--- src/rtl/ws2812_pkg.sv ---
// Shared definitions for the WS2812B frame sequencer and the downstream bitGenerator.
package ws2812_pkg;

  localparam int PIXEL_W = 24;

  localparam logic [1:0] GEN_RET  = 2'b00;
  localparam logic [1:0] GEN_ZERO = 2'b10;
  localparam logic [1:0] GEN_ONE  = 2'b11;

  typedef enum logic [2:0] {
    ST_IDLE  = 3'd0,
    ST_FETCH = 3'd1,
    ST_SHIFT = 3'd2,
    ST_RET   = 3'd3,
    ST_DONE  = 3'd4
  } seq_state_t;

  // Per-channel right shift of a GRB pixel; each channel dims independently.
  function automatic logic [PIXEL_W-1:0] scale_pixel(input logic [PIXEL_W-1:0] px,
                                                     input logic [2:0]         shamt);
    scale_pixel = {px[23:16] >> shamt, px[15:8] >> shamt, px[7:0] >> shamt};
  endfunction

endpackage

--- src/rtl/ws2812_pixel_buffer.sv ---
// One-entry prefetch buffer between the pixel source and the serializer.
// With WS2812_BRIGHTNESS_EN defined, pixels are dimmed as they are captured.
module ws2812_pixel_buffer
  import ws2812_pkg::*;
(
  input  logic               clk,
  input  logic               reset,
`ifdef WS2812_BRIGHTNESS_EN
  input  logic               cfg_load,
  input  logic [2:0]         bright_shift,
`endif
  input  logic               allow,
  input  logic               pix_valid,
  input  logic [PIXEL_W-1:0] pix_data,
  input  logic               take,
  output logic               pix_ready,
  output logic               accept,
  output logic [PIXEL_W-1:0] nb,
  output logic               nb_v
);

  logic [PIXEL_W-1:0] nb_d, nb_q;
  logic               nb_v_d, nb_v_q;
  logic [PIXEL_W-1:0] pix_in_s;

`ifdef WS2812_BRIGHTNESS_EN
  logic [2:0] shamt_d, shamt_q;

  // Brightness is latched once per frame so a frame never mixes levels.
  always_comb begin
    shamt_d = shamt_q;
    if (cfg_load) begin
      shamt_d = bright_shift;
    end else begin
      shamt_d = shamt_q;
    end
  end

  assign pix_in_s = scale_pixel(pix_data, shamt_q);
`else
  assign pix_in_s = pix_data;
`endif

  assign pix_ready = allow && !nb_v_q;
  assign accept    = pix_valid && pix_ready;
  assign nb        = nb_q;
  assign nb_v      = nb_v_q;

  // A new pixel takes priority over the consumer draining the slot.
  always_comb begin
    nb_d   = nb_q;
    nb_v_d = nb_v_q;
    if (accept) begin
      nb_d   = pix_in_s;
      nb_v_d = 1'b1;
    end else if (take) begin
      nb_v_d = 1'b0;
    end else begin
      nb_v_d = nb_v_q;
    end
  end

  // Buffer registers.
  always_ff @(posedge clk) begin
    if (reset) begin
      nb_q   <= {PIXEL_W{1'b0}};
      nb_v_q <= 1'b0;
`ifdef WS2812_BRIGHTNESS_EN
      shamt_q <= 3'd0;
`endif
    end else begin
      nb_q   <= nb_d;
      nb_v_q <= nb_v_d;
`ifdef WS2812_BRIGHTNESS_EN
      shamt_q <= shamt_d;
`endif
    end
  end

endmodule

--- src/rtl/ws2812_frame_sequencer.sv ---
// Serializes NUM_LEDS GRB pixels into bitGenerator commands, then issues RET.
// Optional feature macro: WS2812_BRIGHTNESS_EN (adds bright_shift input).
module ws2812_frame_sequencer
  import ws2812_pkg::*;
#(
  parameter int NUM_LEDS = 8
) (
  input  logic               clk,
  input  logic               reset,
  input  logic               start,
`ifdef WS2812_BRIGHTNESS_EN
  input  logic [2:0]         bright_shift,
`endif
  input  logic               pix_valid,
  input  logic [PIXEL_W-1:0] pix_data,
  output logic               pix_ready,
  output logic [1:0]         genMode,
  output logic               doGen,
  input  logic               genDone,
  input  logic               retDone,
  output logic               busy,
  output logic               frame_done,
  output logic               underrun
);

  localparam int              CNT_W    = $clog2(NUM_LEDS + 1);
  localparam logic [CNT_W-1:0] LAST_PIX = CNT_W'(NUM_LEDS - 1);
  localparam logic [CNT_W-1:0] MAX_PIX  = CNT_W'(NUM_LEDS);
  localparam logic [4:0]       LAST_BIT = 5'd23;

  seq_state_t         state_d, state_q;
  logic [PIXEL_W-1:0] sh_d, sh_q;
  logic [4:0]         bit_d, bit_q;
  logic [CNT_W-1:0]   pix_d, pix_q;
  logic [CNT_W-1:0]   acc_d, acc_q;
  logic               underrun_d, underrun_q;

  logic               allow_s;
  logic               accept_s;
  logic               take_s;
  logic [PIXEL_W-1:0] nb_s;
  logic               nb_v_s;

  assign allow_s = (state_q != ST_IDLE) && (acc_q < MAX_PIX);

  ws2812_pixel_buffer u_pixel_buffer (
    .clk          (clk),
    .reset        (reset),
`ifdef WS2812_BRIGHTNESS_EN
    .cfg_load     ((state_q == ST_IDLE) && start),
    .bright_shift (bright_shift),
`endif
    .allow        (allow_s),
    .pix_valid    (pix_valid),
    .pix_data     (pix_data),
    .take         (take_s),
    .pix_ready    (pix_ready),
    .accept       (accept_s),
    .nb           (nb_s),
    .nb_v         (nb_v_s)
  );

  // Next-state logic; a waiting pixel is loaded on the same edge as bit 23's genDone.
  always_comb begin
    state_d    = state_q;
    sh_d       = sh_q;
    bit_d      = bit_q;
    pix_d      = pix_q;
    acc_d      = acc_q;
    underrun_d = underrun_q;
    take_s     = 1'b0;
    if (accept_s) begin
      acc_d = acc_q + CNT_W'(1);
    end else begin
      acc_d = acc_q;
    end
    case (state_q)
      ST_IDLE: begin
        if (start) begin
          underrun_d = 1'b0;
          bit_d      = 5'd0;
          pix_d      = {CNT_W{1'b0}};
          acc_d      = {CNT_W{1'b0}};
          state_d    = ST_FETCH;
        end else begin
          state_d = ST_IDLE;
        end
      end
      ST_FETCH: begin
        if (nb_v_s) begin
          sh_d    = nb_s;
          take_s  = 1'b1;
          bit_d   = 5'd0;
          state_d = ST_SHIFT;
        end else begin
          state_d = ST_FETCH;
        end
      end
      ST_SHIFT: begin
        if (!genDone) begin
          state_d = ST_SHIFT;
        end else if (bit_q != LAST_BIT) begin
          sh_d  = {sh_q[PIXEL_W-2:0], 1'b0};
          bit_d = bit_q + 5'd1;
        end else begin
          bit_d = 5'd0;
          pix_d = pix_q + CNT_W'(1);
          if (pix_q == LAST_PIX) begin
            state_d = ST_RET;
          end else if (nb_v_s) begin
            sh_d   = nb_s;
            take_s = 1'b1;
          end else begin
            underrun_d = 1'b1;
            state_d    = ST_FETCH;
          end
        end
      end
      ST_RET: begin
        if (retDone) begin
          state_d = ST_DONE;
        end else begin
          state_d = ST_RET;
        end
      end
      ST_DONE: begin
        state_d = ST_IDLE;
      end
      default: begin
        state_d = ST_IDLE;
      end
    endcase
  end

  // Sequencer registers.
  always_ff @(posedge clk) begin
    if (reset) begin
      state_q    <= ST_IDLE;
      sh_q       <= {PIXEL_W{1'b0}};
      bit_q      <= 5'd0;
      pix_q      <= {CNT_W{1'b0}};
      acc_q      <= {CNT_W{1'b0}};
      underrun_q <= 1'b0;
    end else begin
      state_q    <= state_d;
      sh_q       <= sh_d;
      bit_q      <= bit_d;
      pix_q      <= pix_d;
      acc_q      <= acc_d;
      underrun_q <= underrun_d;
    end
  end

  assign busy       = (state_q != ST_IDLE);
  assign doGen      = (state_q == ST_SHIFT) || (state_q == ST_RET);
  assign genMode    = (state_q == ST_SHIFT) ? (sh_q[PIXEL_W-1] ? GEN_ONE : GEN_ZERO) : GEN_RET;
  assign frame_done = (state_q == ST_DONE);
  assign underrun   = underrun_q;

endmodule
--- config.mk ---
export PLATFORM = sky130hd
export DESIGN_NAME = ws2812_frame_sequencer
export DESIGN_NICKNAME = d
export VERILOG_FILES = /design/src/rtl/ws2812_pkg.sv /design/src/rtl/ws2812_pixel_buffer.sv /design/src/rtl/ws2812_frame_sequencer.sv
export SDC_FILE = /design/constraint.sdc
export NUM_CORES = 1
export LEC_CHECK = 0
export ABC_CLOCK_PERIOD_IN_PS = 2000
export BUFFER_PORTS_ARGS = -buffer_cell sky130_fd_sc_hd__clkbuf_2
export CORE_UTILIZATION = 58
export CTS_BUF_LIST = sky130_fd_sc_hd__clkbuf_16
export DETAILED_ROUTE_END_ITERATION = 8
export PLACE_DENSITY = 0.8
export SYNTH_ARGS = -nofsm -noshare
export SYNTH_HDL_FRONTEND = slang
export SYNTH_HIERARCHICAL = 1
export SYNTH_SLANG_ARGS = --single-unit
--- constraint.sdc ---
create_clock -name clk -period 2 [get_ports clk]
set_input_delay 0.1 -clock clk [delete_from_list [all_inputs] [get_ports clk]]
set_output_delay 0.1 -clock clk [all_outputs]
set_load 0.02 [all_outputs]
# Yosys cells after proc, flatten, opt, wreduce, memory -nomap -nowiden

Index checks and enable logic that the tools add are counted.

Add/sub/neg operators: 3
Order comparisons: 1
Equality and inequality tests: 15
Multiplexer cells: 40
Reductions and logical operators: 16

Operators with widths:

| cell                  | number |
|---|---|
| $mux W24              | 4 |
| $pmux W24 S2          | 1 |
| $mux W4               | 6 |
| $mux W5               | 4 |
| $mux W3               | 5 |
| $pmux W5 S3           | 1 |
| $mux W1               | 13 |
| $pmux W3 S4           | 1 |
| $ne A2 B2 Y1 const B  | 5 |
| $add A4 B1 Y4 const B | 2 |
| $pmux W4 S2           | 1 |
| $reduce_and A4 Y1     | 2 |
| $eq A3 B2 Y1 const B  | 2 |
| $ne A3 B3 Y1 const B  | 2 |
| $reduce_and A6 Y1     | 1 |
| $reduce_bool A2 Y1    | 3 |
| $reduce_bool A3 Y1    | 2 |
| $add A5 B1 Y5 const B | 1 |
| $ne A5 B5 Y1 const B  | 1 |
| $eq A4 B3 Y1 const B  | 1 |
| $lt A4 B4 Y1 const B  | 1 |
| $mux W2               | 2 |
| $ne A4 B4 Y1 const B  | 1 |
| $pmux W1 S2           | 2 |
| other kinds (9)       | 11 |

Register bits: 66
Output and inout bits: 7

# Logic depth before layout (Yosys ltp)

Depth in word-level cells: 7
Mapped depth: 9
Gate-level depth less buffers: 7

# By module

Netlist, hierarchy kept.

By module, submodules not included:

| module                 | times used | cells each | area an instance (um^2) | sequential area each (um^2) |
|---|---|---|---|---|
| ws2812_frame_sequencer | 1          | 273        | 2238.4                  | 820.8 |
| ws2812_pixel_buffer    | 1          | 109        | 1144.8                  | 500.5 |

# Worst setup path after synthesis

No wires, ideal clock.

Path kind: flip-flop to flip-flop
From: register bit_q[0]
To: register pix_q[3]
Setup time: 0.070 ns
Arrival time: 1.612 ns
Setup slack: 0.318 ns
Stages on the path, launching flop included: 7
Path through: dfxtp_1 ha_1 nand4b_4 o21ai_4 nand2_2 or4_1 a21oi_1

Word-level cells in the longest chain between the ends: 3

Ends and longest elaborated chain:

| what                        | RTL line                      | RTL |
|---|---|---|
| start, declared             | ws2812_frame_sequencer.sv:33  | `logic [4:0] bit_d, bit_q;` |
| start signal, assigned      | ws2812_frame_sequencer.sv:147 | `bit_q <= bit_d;` |
| $ne A5 B5 Y1                | ws2812_frame_sequencer.sv:102 | `end else if (bit_q != LAST_BIT) begin` |
| $ne A2 B2 Y1 (no line)      | -                             |  |
| $reduce_and A4 Y1 (no line) | -                             |  |
| end signal, assigned        | ws2812_frame_sequencer.sv:141 | `pix_q <= {CNT_W{1'b0}};` |
| end signal, assigned        | ws2812_frame_sequencer.sv:148 | `pix_q <= pix_d;` |
| end, declared               | ws2812_frame_sequencer.sv:34  | `logic [CNT_W-1:0] pix_d, pix_q;` |

Every way passes these cells.
A chain may end at the register's enable or synchronous reset.

# Final worst setup path

Ends and elaborated chain as after synthesis.

==> flow_summary.ini <==
[routing]
ant_nets = 0
vias_per_cell = 5.64
drt_pass1_iterations = 4
wl_per_cell_um = 13.8
routed_wl_um = 6700
vias = 2745
drtIter0Drc = 145
drc_errors = 0

[timing]
period_share_pct = 91.9
worst_pin_slew_ns = 0.394
fmaxAchievable_mhz = 544
finalHoldViolCount = 0
setup_viol = 0
slew_headroom_pct = 73.1
rsz0062_at_grt = no
maxSlewViolCount = 0
period_minus_slack_ns = 1.84
layout_setup_ws_ns = 0.162
skew_ns = 0.00418
fin_setup_tns_ns = 0

[worst_setup_path]
critPathKind = flop to flop
crit_chain = ha_1 > nand4b_4 > o21ai_4 > nand2_2 > or4_1 > a21oi_1
cp.arrival_ns = 2.10
cp-end-kind = flop
reg2reg_from = bit_q[0]$_SDFFE_PP0P_
critPathRequiredTime_ns = 2.26
crit_buf_inv = 0
r2r_slack_ns = 0.16
startpoint_type = flop
ff2ff_path_depth = 6
path_delay_family = simple AND/OR/NAND/NOR gates
reg2reg_to = pix_q[3]$_SDFFE_PP0P_
cpPeakStageDelay_ns = 0.48
crit_slowest_cell = or4_1
worst-path-max-fanout = 6

[layout]
fill_cells = 439
diodes = 0
fin_nets = 445
multi_input_area_um2 = 1880
fin_area_um2 = 3860
drive_gt1_share_pct = 16.9
areaGrowthSynthToFinish_pct = 14.0
seqCellArea_um2 = 1320
fin_util_pct = 69.2

[place]
dp_slack_ns = 0.193
port_buffers = 36
placed_cell_area_um2 = 3600
hpwl_um = 4360
place_congestion = 0.849

[clock_tree]
cts_root_buf = clkbuf_16
clkLatencyLatePin_ns = 0.33
cts.sink_count = 66
cts_tree = yes
post_cts_buffers = 0
clockBufferDepth = 2
cts_buffers = 9
htreeDepth = 3
clkSlewWorstSetupHoldPaths_ns = 0.05

[yosys]
async_flop_share_pct = 0
syn_nets = 415
yosysTopAreaCellShare_pct = 39.1
synth_warnings = 6
synth_top_flop_cell = dfxtp_1
yosys.area.top_type = dfxtp_1
synth-edff-count = 0
syn_inst = 382
synthesis.area_um2 = 3380
synth-seq-cells = 66
synth_seq_area_share_pct = 39.1
syn_avg_cell_area_um2 = 8.86
ys_types = 44
yosys-top-cells-area = dfxtp_1, mux2i_1, nand2b_1, nand2_1, o211ai_1

[die]
die_w_um = 78.4
initial_utilization_pct = 60.7
ios = 37
row_count = 27
die_area_um2 = 6140
fp.dieH_um = 78.4
coreArea_um2 = 5570

[power]
power_density_nw_per_um2 = 820
peakVddDrop_mv = 0.560
p_total_uw = 3160
p_leak_uw = 0.00158

[global_route]
grt_overflow_total = 0
grt_util_all_layers_pct = 24.0
grt_pass1_vias = 2536
grt_start_max_net_pins = 51
antenna_found_initial = 0
grt_pass1_wl_um = 11500

[hold_path]
hp-class = input port to flop
min_to = u_pixel_buffer/nb[14]$_SDFFE_PP0P_
whs_path_depth = 3
hold_start = pix_data[14]

[run_status]
run_status = finished clean

[flow_run]
max_cap_viol_count = 0
==> cell usage in the layout (no fill, tap or decap), types with 2 or more instances in the layout <==
master and count:
nand2_1 55, dfxtp_1 66, inv_1 4, and2_1 2, a21oi_1 33, nor2b_1 4, a31oi_1 2, nand2b_1 51
buf_12 3, nand3b_1 2, o21ai_0 5, mux2i_1 49, o21ba_2 2, a21o_1 2, clkinv_2 2, clkbuf_16 9
or4_1 2, nand4_1 4, xor2_1 3, buf_4 8, nor3_1 4, nand3_1 4, nor3b_1 2, clkbuf_2 36
and3b_1 2, o211ai_1 24, ha_1 3, nor2_1 12
==> how the worst max path moves through the flow <==
stage / start / to / slack, ns / cells past startpoint
after floorplan: bit_q[0]$_SDFFE_PP0P_ / pix_q[3]$_SDFFE_PP0P_ / 0.32 / 6
after CTS: state_q[0]$_SDFFE_PP0P_ / genMode[0] / 0.13 / 5
after detailed placement: bit_q[0]$_SDFFE_PP0P_ / pix_q[3]$_SDFFE_PP0P_ / 0.19 / 6
after global routing: bit_q[0]$_SDFFE_PP0P_ / sh_q[10]$_SDFFE_PP0P_ / 0.05 / 7
final: bit_q[0]$_SDFFE_PP0P_ / pix_q[3]$_SDFFE_PP0P_ / 0.16 / 6
after global placement: bit_q[0]$_SDFFE_PP0P_ / pix_q[3]$_SDFFE_PP0P_ / 0.25 / 6
==> through the flow <==
step / hold slack (ns) / instances
global placement: 0.343 / 473
floorplan: 0.255 / 382
detailed placement: 0.349 / 473
global route: 0.0120 / 487
CTS: 0.00604 / 487
finish: 0.00803 / 487
==> per-layer routing <==
metal / global-route usage (%) / part of all wire [%]
met4: 12.8 / 2.0
met3: 4.30 / 3.9
met1: 31.2 / 48
met2: 38.0 / 46
met5: 0 / 0
==> registers in the layout, summed over array words and instances, names as in the netlist <==
signal               count
u_pixel_buffer/nb       24
state_q                  3
underrun                 1
pix_q                    4
acc_q                    4
bit_q                    5
u_pixel_buffer/nb_v      1
sh_q                    24
==> power by group <==
part	leakage [µW]	total [µW]	internal [µW]	switching, µW
Clock	0.000126	1350	809	537
Combinational	0.000916	413	182	231
Sequential	0.000534	1400	1370	39.2
Total	0.00158	3160	2360	807
==> cells by family (layout without fill, tap and decap cells) <==
| family | count (synthesis) | in the layout | share of synthesized area, % |
|---|---|---|---|
| flip-flops | 66 | 66 | 39.1 |
| XOR/XNOR | 4 | 4 | 1.04 |
| buffers and inverters | 32 | 65 | 5.51 |
| AO/OA/AOI/OAI | 77 | 77 | 15.0 |
| AND/OR/NAND/NOR | 151 | 151 | 23.8 |
| adder cells (fa/ha/maj) | 3 | 3 | 1.11 |
| multiplexers | 49 | 49 | 14.5 |
==> cell type report <==
class                           instances  area share (%)
Multi-Input combinational cell        284            48.7
Sequential cell                        66            34.3
Timing Repair Buffer                   47            7.79
Clock buffer                            9            5.84
Tap cell                               72            2.34
Clock inverter                          5           0.649
Inverter                                4           0.389
==> cell usage after synthesis (5+ instances only) <==
| cell type | n |
|---|---|
| dfxtp_1 | 66 |
| nand2_1 | 55 |
| nand2b_1 | 51 |
| mux2i_1 | 49 |
| a21oi_1 | 33 |
| o211ai_1 | 24 |
| nor2_1 | 13 |
| clkbuf_1 | 12 |
| buf_2 | 9 |
| o21ai_0 | 5 |
==> worst register-to-register path: cells and delay by family (launching register included) <==
kind | cells | cell delay (ns)
AOI/OAI and AO/OA | 2 | 0.33
adders and majority gates | 1 | 0.30
DFF | 1 | 0.37
and+or+nand+nor | 3 | 0.78
==> repair_timing <==
action / 4_1_cts / 5_1_grt
hold buffers: 0 / 0
hold endpoints to repair: 0 / 0
gates resized for setup: 0 / 1
endpoints found under the setup margin: 0 / 2
Power figures use the tool's default switching activity.
